`src/rtl/act_pkg.sv`:
```
// Shared types and helpers for the activation pipeline.
// Mode encoding and saturation constants used by lane and top.
package act_pkg;

  typedef enum logic [1:0] {
    ACT_TANH,
    ACT_SIGM,
    ACT_RELU,
    ACT_RSVD
  } act_mode_e;

  function automatic logic [63:0] sat_max(input int width);
    return (64'd1 << (width - 1)) - 64'd1;
  endfunction

endpackage

```
`src/rtl/act_lane_core.sv`:
```
// One activation lane: abs/prescale, square, finalise/sign.
// Stage registers advance together on en; valids live in the top.
module act_lane_core
  import act_pkg::*;
#(
  parameter int DAT_W = 8
) (
  input  logic             clk,
  input  logic             rst_n,
  input  logic             en,
  input  act_mode_e        mode_i,
  input  logic [DAT_W-1:0] x_i,
  output logic [DAT_W-1:0] y_o,
  output logic             sat_o
);

  localparam int F = DAT_W - 2;
  // 1.0 in Q2.F has the same bit pattern as 0.5 in Q1.(DAT_W-1)
  localparam logic [DAT_W-1:0] ONE  = DAT_W'(1) << F;
  localparam logic [DAT_W-1:0] YMAX = DAT_W'(sat_max(DAT_W));
  localparam logic [DAT_W-1:0] XMIN = DAT_W'(1) << (DAT_W - 1);
  localparam logic [F:0]       ONET = (F + 1)'(1) << F;

  logic             neg_d, rsat_d;
  logic [DAT_W-1:0] ab, a, am, ry_d;
  logic [F:0]       t_d;

  always_comb begin
    neg_d  = x_i[DAT_W-1];
    ab     = (x_i == XMIN) ? YMAX : (neg_d ? -x_i : x_i);
    a      = (mode_i == ACT_SIGM) ? (ab >> 1) : ab;
    am     = (a >= ONE) ? ONE : a;
    t_d    = (F + 1)'(ONE - am);
    rsat_d = !neg_d && (x_i >= ONE);
    ry_d   = neg_d ? '0 : (rsat_d ? YMAX : (x_i << 1));
  end

  logic [F:0]       t1_q;
  logic             neg1_q, rsat1_q;
  act_mode_e        mode1_q;
  logic [DAT_W-1:0] ry1_q;

  logic [2*F+1:0]   sq;
  logic [F:0]       s_d;

  always_comb begin
    sq  = (2 * F + 2)'(t1_q) * (2 * F + 2)'(t1_q);
    s_d = (F + 1)'(sq >> F);
  end

  logic [F:0]       s2_q;
  logic             neg2_q, rsat2_q;
  act_mode_e        mode2_q;
  logic [DAT_W-1:0] ry2_q;

  logic [F:0]          m;
  logic                msat;
  logic [DAT_W-1:0]    mq, ms, y_d;
  logic signed [DAT_W:0] sg;
  logic                sat_d;

  always_comb begin
    m     = ONET - s2_q;
    msat  = (m == ONET);
    mq    = msat ? YMAX : {m, 1'b0};
    ms    = neg2_q ? -mq : mq;
    sg    = $signed({1'b0, ONE}) + ($signed({ms[DAT_W-1], ms}) >>> 1);
    y_d   = '0;
    sat_d = 1'b0;
    unique case (mode2_q)
      ACT_TANH: begin
        y_d   = ms;
        sat_d = msat;
      end
      ACT_SIGM: begin
        y_d   = (sg > $signed({1'b0, YMAX})) ? YMAX : sg[DAT_W-1:0];
        sat_d = msat;
      end
      ACT_RELU: begin
        y_d   = ry2_q;
        sat_d = rsat2_q;
      end
      default: begin
        y_d   = '0;
        sat_d = 1'b0;
      end
    endcase
  end

  always_ff @(posedge clk or negedge rst_n) begin
    if (!rst_n) begin
      t1_q    <= '0;
      neg1_q  <= 1'b0;
      rsat1_q <= 1'b0;
      mode1_q <= ACT_TANH;
      ry1_q   <= '0;
      s2_q    <= '0;
      neg2_q  <= 1'b0;
      rsat2_q <= 1'b0;
      mode2_q <= ACT_TANH;
      ry2_q   <= '0;
      y_o     <= '0;
      sat_o   <= 1'b0;
    end else if (en) begin
      t1_q    <= t_d;
      neg1_q  <= neg_d;
      rsat1_q <= rsat_d;
      mode1_q <= mode_i;
      ry1_q   <= ry_d;
      s2_q    <= s_d;
      neg2_q  <= neg1_q;
      rsat2_q <= rsat1_q;
      mode2_q <= mode1_q;
      ry2_q   <= ry1_q;
      y_o     <= y_d;
      sat_o   <= sat_d;
    end
  end

endmodule

```
`src/rtl/act_calc_pipe.sv`:
```
// Pipelined multi-lane activation unit with valid/ready flow control.
// Owns stage valids, global advance and the saturation event counter.
module act_calc_pipe
  import act_pkg::*;
#(
  parameter int DAT_W = 8,
  parameter int LANES = 1,
  parameter int CNT_W = 16
) (
  input  logic                   clk,
  input  logic                   rst_n,
  input  logic                   in_valid,
  output logic                   in_ready,
  input  logic [1:0]             in_mode,
  input  logic [LANES*DAT_W-1:0] in_x,
  output logic                   out_valid,
  input  logic                   out_ready,
  output logic [LANES*DAT_W-1:0] out_y,
  output logic [LANES-1:0]       out_sat,
  output logic [CNT_W-1:0]       sat_cnt,
  input  logic                   cnt_clr
);

  logic en;
  logic v1_q, v2_q, v3_q;
  logic [CNT_W-1:0] cnt_q, cnt_d;
  logic [CNT_W:0]   sum;
  int               pc;

  assign en        = ~v3_q | out_ready;
  assign in_ready  = en;
  assign out_valid = v3_q;
  assign sat_cnt   = cnt_q;

  for (genvar g = 0; g < LANES; g++) begin : g_lane
    act_lane_core #(.DAT_W(DAT_W)) u_lane (
      .clk    (clk),
      .rst_n  (rst_n),
      .en     (en),
      .mode_i (act_mode_e'(in_mode)),
      .x_i    (in_x[g*DAT_W +: DAT_W]),
      .y_o    (out_y[g*DAT_W +: DAT_W]),
      .sat_o  (out_sat[g])
    );
  end

  always_comb begin
    pc = 0;
    for (int i = 0; i < LANES; i++) begin
      pc = pc + (out_sat[i] ? 1 : 0);
    end
    sum   = {1'b0, cnt_q} + (CNT_W + 1)'(pc);
    cnt_d = cnt_q;
    if (cnt_clr) begin
      cnt_d = '0;
    end else if (v3_q && out_ready) begin
      cnt_d = sum[CNT_W] ? '1 : sum[CNT_W-1:0];
    end
  end

  always_ff @(posedge clk or negedge rst_n) begin
    if (!rst_n) begin
      v1_q  <= 1'b0;
      v2_q  <= 1'b0;
      v3_q  <= 1'b0;
      cnt_q <= '0;
    end else begin
      if (en) begin
        v1_q <= in_valid;
        v2_q <= v1_q;
        v3_q <= v2_q;
      end
      cnt_q <= cnt_d;
    end
  end

endmodule

```
`config.mk`:
```
export PLATFORM = sky130hd
export DESIGN_NAME = act_calc_pipe
export DESIGN_NICKNAME = d
export VERILOG_FILES = /design/src/rtl/act_pkg.sv /design/src/rtl/act_lane_core.sv /design/src/rtl/act_calc_pipe.sv
export SDC_FILE = /design/constraint.sdc
export NUM_CORES = 1
export LEC_CHECK = 0
export ABC_AREA = 1
export CAP_MARGIN = 20
export CORE_ASPECT_RATIO = 0.6
export CORE_MARGIN = 1
export CORE_UTILIZATION = 50
export CTS_BUF_LIST = sky130_fd_sc_hd__clkbuf_4
export DETAILED_ROUTE_END_ITERATION = 12
export DONT_BUFFER_PORTS = 1
export HOLD_SLACK_MARGIN = 0.03
export MAX_ROUTING_LAYER = met4
export PLACE_DENSITY = 0.68
export SYNTH_ARGS = -nofsm -noshare
export SYNTH_HDL_FRONTEND = slang
export SYNTH_SLANG_ARGS = --single-unit
```
`constraint.sdc`:
```
create_clock -name clk -period 3.7 [get_ports clk]
set_input_delay 0.555 -clock clk [delete_from_list [all_inputs] [get_ports clk]]
set_output_delay 0.555 -clock clk [all_outputs]
set_load 0.1 [all_outputs]
```
==> out/metrics.yaml <==
clock_network:
  clk_pin_slew_ps: 110
  cts_buffers: 9
  ctsLongestPathBuffers: 2
  cts-root-buf: "clkbuf_4"
  cts_tree: "yes"
  htree_levels: 3
  clk_latency_ps: 420
  clkSinkCount: 64
critical_path:
  r2r-start: "g_lane[0].u_lane.t1_q[1]"
  crit_required_ps: 3970
  worstSetupEndpointType: "register"
  reg2reg_depth: 15
  path_buf_inv: 2
  critPathKind: "register to register"
  worstPathArrival_ps: 3990
  crit_path_frequent_cell: "fa_1"
  rrSetupSlack_ps: -20
  worstReg2RegEnd: "g_lane[0].u_lane.s2_q[6]"
  startpoint_type: "register"
  critPathMaxStageDelay_ps: 540
  worstPathCellList: "buf_6 > nand2_4 > fa_1 > fa_1 > fa_1 > inv_1 > fa_2 > ha_4 > nand4_1 > o211ai_1 > nand3_1 > nand2_1 > or2_4 > nand3_2 > o21ai_1"
  path_max_fanout: 4
  crit_slowest_cell: "fa_2"
  crit_family: "adder cells"
hold_path:
  hold_depth: 2
  worstHoldEndpoint: "v1_q"
  hold_start: "in_valid"
  hp-class: "input pin to register"
routing:
  drt_iter0_markers: 242
  via_per_inst: 5.14
  routedWlPerCell_um: 13.6
  drcViolationCount: 0
  final_antenna_net_count: 0
  num_vias: 4067
  dr.pass1.iters: 5
  routed_wl_um: 10800
synthesis:
  netlist-cell-type-count: 44
  postSynthCellCount: 620
  async_flop_share: 1.00
  ys_seq_area_frac: 0.334
  yosysWarnings: 0
  yosysTopAreaCellShare: 0.334
  synth_most_common_cell: "nand2_1"
  synth_area_sq_mm: 0.00479
  yosysTopAreaCell: "dfrtp_1"
  synth_fp_nets: 677
  postSynthAreaPerCell_sq_um: 7.73
  synth-seq-cells: 64
  synthTopCellsByCount: "nand2_1, inv_1, dfrtp_1"
  synth_edf_count: 0
  synthFlopType: "dfrtp_1"
  netlist_top_cells_area: "dfrtp_1, nand2_1, ha_1"
placed_design:
  pre_cts_slack_ps: -128
  io_buffers: 0
  hpwl_um: 8240
  postPlaceCellArea_sq_mm: 0.00519
  gp_congestion: 0.848
outcome:
  violations: "setup timing"
  status: "finished, violations left"
global_route:
  grt_max_degree: 65
  grt_overflow: 0
  antenna_found_initial: 0
  grtUsageTotal: 0.241
  grt_pass1_vias: 3974
  grt_pass1_wl_um: 18400
layout:
  syn2layout_area_growth_pct: 15.9
  diodes: 0
  design_area_sq_mm: 0.00555
  drive_gt1_frac: 0.218
  layout.nets: 714
floorplanning:
  initial_core_util: 0.520
  die_area_sq_mm: 0.00999
  coreArea_sq_mm: 0.00922
  dieHeight_um: 77.8
  rows: 27
  ios: 42
  die_w_um: 128
timing:
  worst_pin_slew_ps: 1080
  relSlewSlack: 0.276
  slew_violations: 0
  rsz0062_at_grt: "true"
  fmax_mhz: 269
  hold_violations: 0
  fin_crit_sh: 1.01
  finalSetupViolCount: 1
  fin_crit_ps: 3720
  setup_slack_ps: -23.7
  fin_skew_ps: 12.4
flow_run:
  cap_violations: 0
pwr:
  cellPowerDensity_mw_per_mm2: 1060
  p_total_mw: 5.86
  vdd_ir_drop_max_v: 0.000645
  p_leak_nw: 2.86
## report_power, final
| group | switching (mW) | leakage (nW) | internal, mW |
|---|---|---|---|
| combinational | 2.12 | 1.96 | 1.84 |
| clock | 0.261 | 0.0901 | 0.279 |
| sequential | 0.464 | 0.814 | 0.896 |
| total | 2.85 | 2.86 | 3.01 |
## worst register-to-register path, stage by stage (launching register included)
cell      delay (ps)
dfrtp_2          450
buf_6            140
nand2_4           60
fa_1             430
fa_1             500
fa_1             490
inv_1             50
fa_2             540
ha_4             200
nand4_1           70
o211ai_1         130
nand3_1          100
nand2_1           70
or2_4            230
nand3_2           60
o21ai_1           80
## layout make-up
cell class	instances	area, sq um
Fill cell	819	3670
Clock inverter	6	83.8
Clock buffer	10	75.1
Multi-Input combinational cell	438	2880
Inverter	99	374
Sequential cell	64	1610
Tap cell	130	163
Timing Repair Buffer	45	368
## cell usage in the layout (no fill, tap or decap), types with 4 or more instances in the layout
cell type,instances
buf_4,41
nor3_1,5
o21ai_1,7
ha_4,7
inv_1,85
nor2_1,41
nand3_2,7
a21oi_1,8
o21ai_0,41
o211ai_1,4
nand4_1,8
nor2_4,4
inv_2,13
xor2_1,17
fa_1,13
nand2_4,7
nor2_2,7
xnor2_1,6
dfrtp_2,4
clkbuf_4,10
ha_1,20
nand3_1,41
nand2_2,14
dfrtp_1,60
nand2_1,139
o22ai_1,13
## registers in the layout, summed over array words and instances (netlist names)
signal	cells
g_lane.u_lane.mode1_q	2
g_lane.u_lane.ry1_q	7
g_lane.u_lane.sat_o	1
g_lane.u_lane.neg2_q	1
v1_q	1
g_lane.u_lane.y_o	8
out_valid	1
sat_cnt	16
v2_q	1
g_lane.u_lane.s2_q	7
g_lane.u_lane.t1_q	7
g_lane.u_lane.ry2_q	8
g_lane.u_lane.mode2_q	2
g_lane.u_lane.neg1_q	1
g_lane.u_lane.rsat1_q	1
## metal layers
metal | up-vias | global-route usage | part of all wire
met1 | 1898 | 0.350 | 0.52
li1 | 2051 | - | -
met3 | 13 | 0.0600 | 0.063
met2 | 105 | 0.337 | 0.40
met5 | - | - | 0
met4 | 0 | 0.0459 | 0.010
## stage by stage
| stage | setup TNS [ps] | instances | utilization | hold slack (ps) |
|---|---|---|---|---|
| 2_1_floorplan | 0 | 620 | - | 259 |
| 5_1_grt | -353 | 792 | 0.602 | 220 |
| 3_5_place_dp | -240 | 767 | 0.562 | 262 |
| 4_1_cts | 0 | 791 | 0.594 | 225 |
| 6_report | -23.7 | 792 | 0.602 | 247 |
| 3_3_place_gp | -69.9 | 767 | 0.562 | 261 |
## how the worst max path moves through the flow
stage | startpoint | end | slack [ps] | depth (start not counted)
after detailed placement | g_lane[0].u_lane.t1_q[1] | g_lane[0].u_lane.s2_q[6] | -130 | 19
after global routing | g_lane[0].u_lane.t1_q[1] | g_lane[0].u_lane.s2_q[6] | -180 | 15
after CTS | g_lane[0].u_lane.t1_q[4] | g_lane[0].u_lane.s2_q[6] | 20 | 14
after floorplan | g_lane[0].u_lane.t1_q[3] | g_lane[0].u_lane.s2_q[6] | 9 | 20
final | g_lane[0].u_lane.t1_q[1] | g_lane[0].u_lane.s2_q[6] | -20 | 15
after global placement | g_lane[0].u_lane.t1_q[1] | g_lane[0].u_lane.s2_q[6] | -50 | 19
## repair_timing
item / CTS / global route
setup buffers: 6 / 1
resized for setup: 12 / 18
setup endpoints to repair: 4 / 5
endpoints found under the hold margin: 64 / 0
hold buffers: 2 / 0
pin swaps: 17 / 10
## cells by family after synthesis
kind of cell               count (synthesis)  share of synthesized area
AOI/OAI and AO/OA                         84                      0.101
muxes                                      1                    0.00235
and+or+nand+nor                          286                      0.284
xor gates and xnor gates                  25                     0.0457
adders and majority gates                 42                      0.132
DFF                                       64                      0.334
buffers and inverters                    118                      0.101
Power figures use the tool's default switching activity.
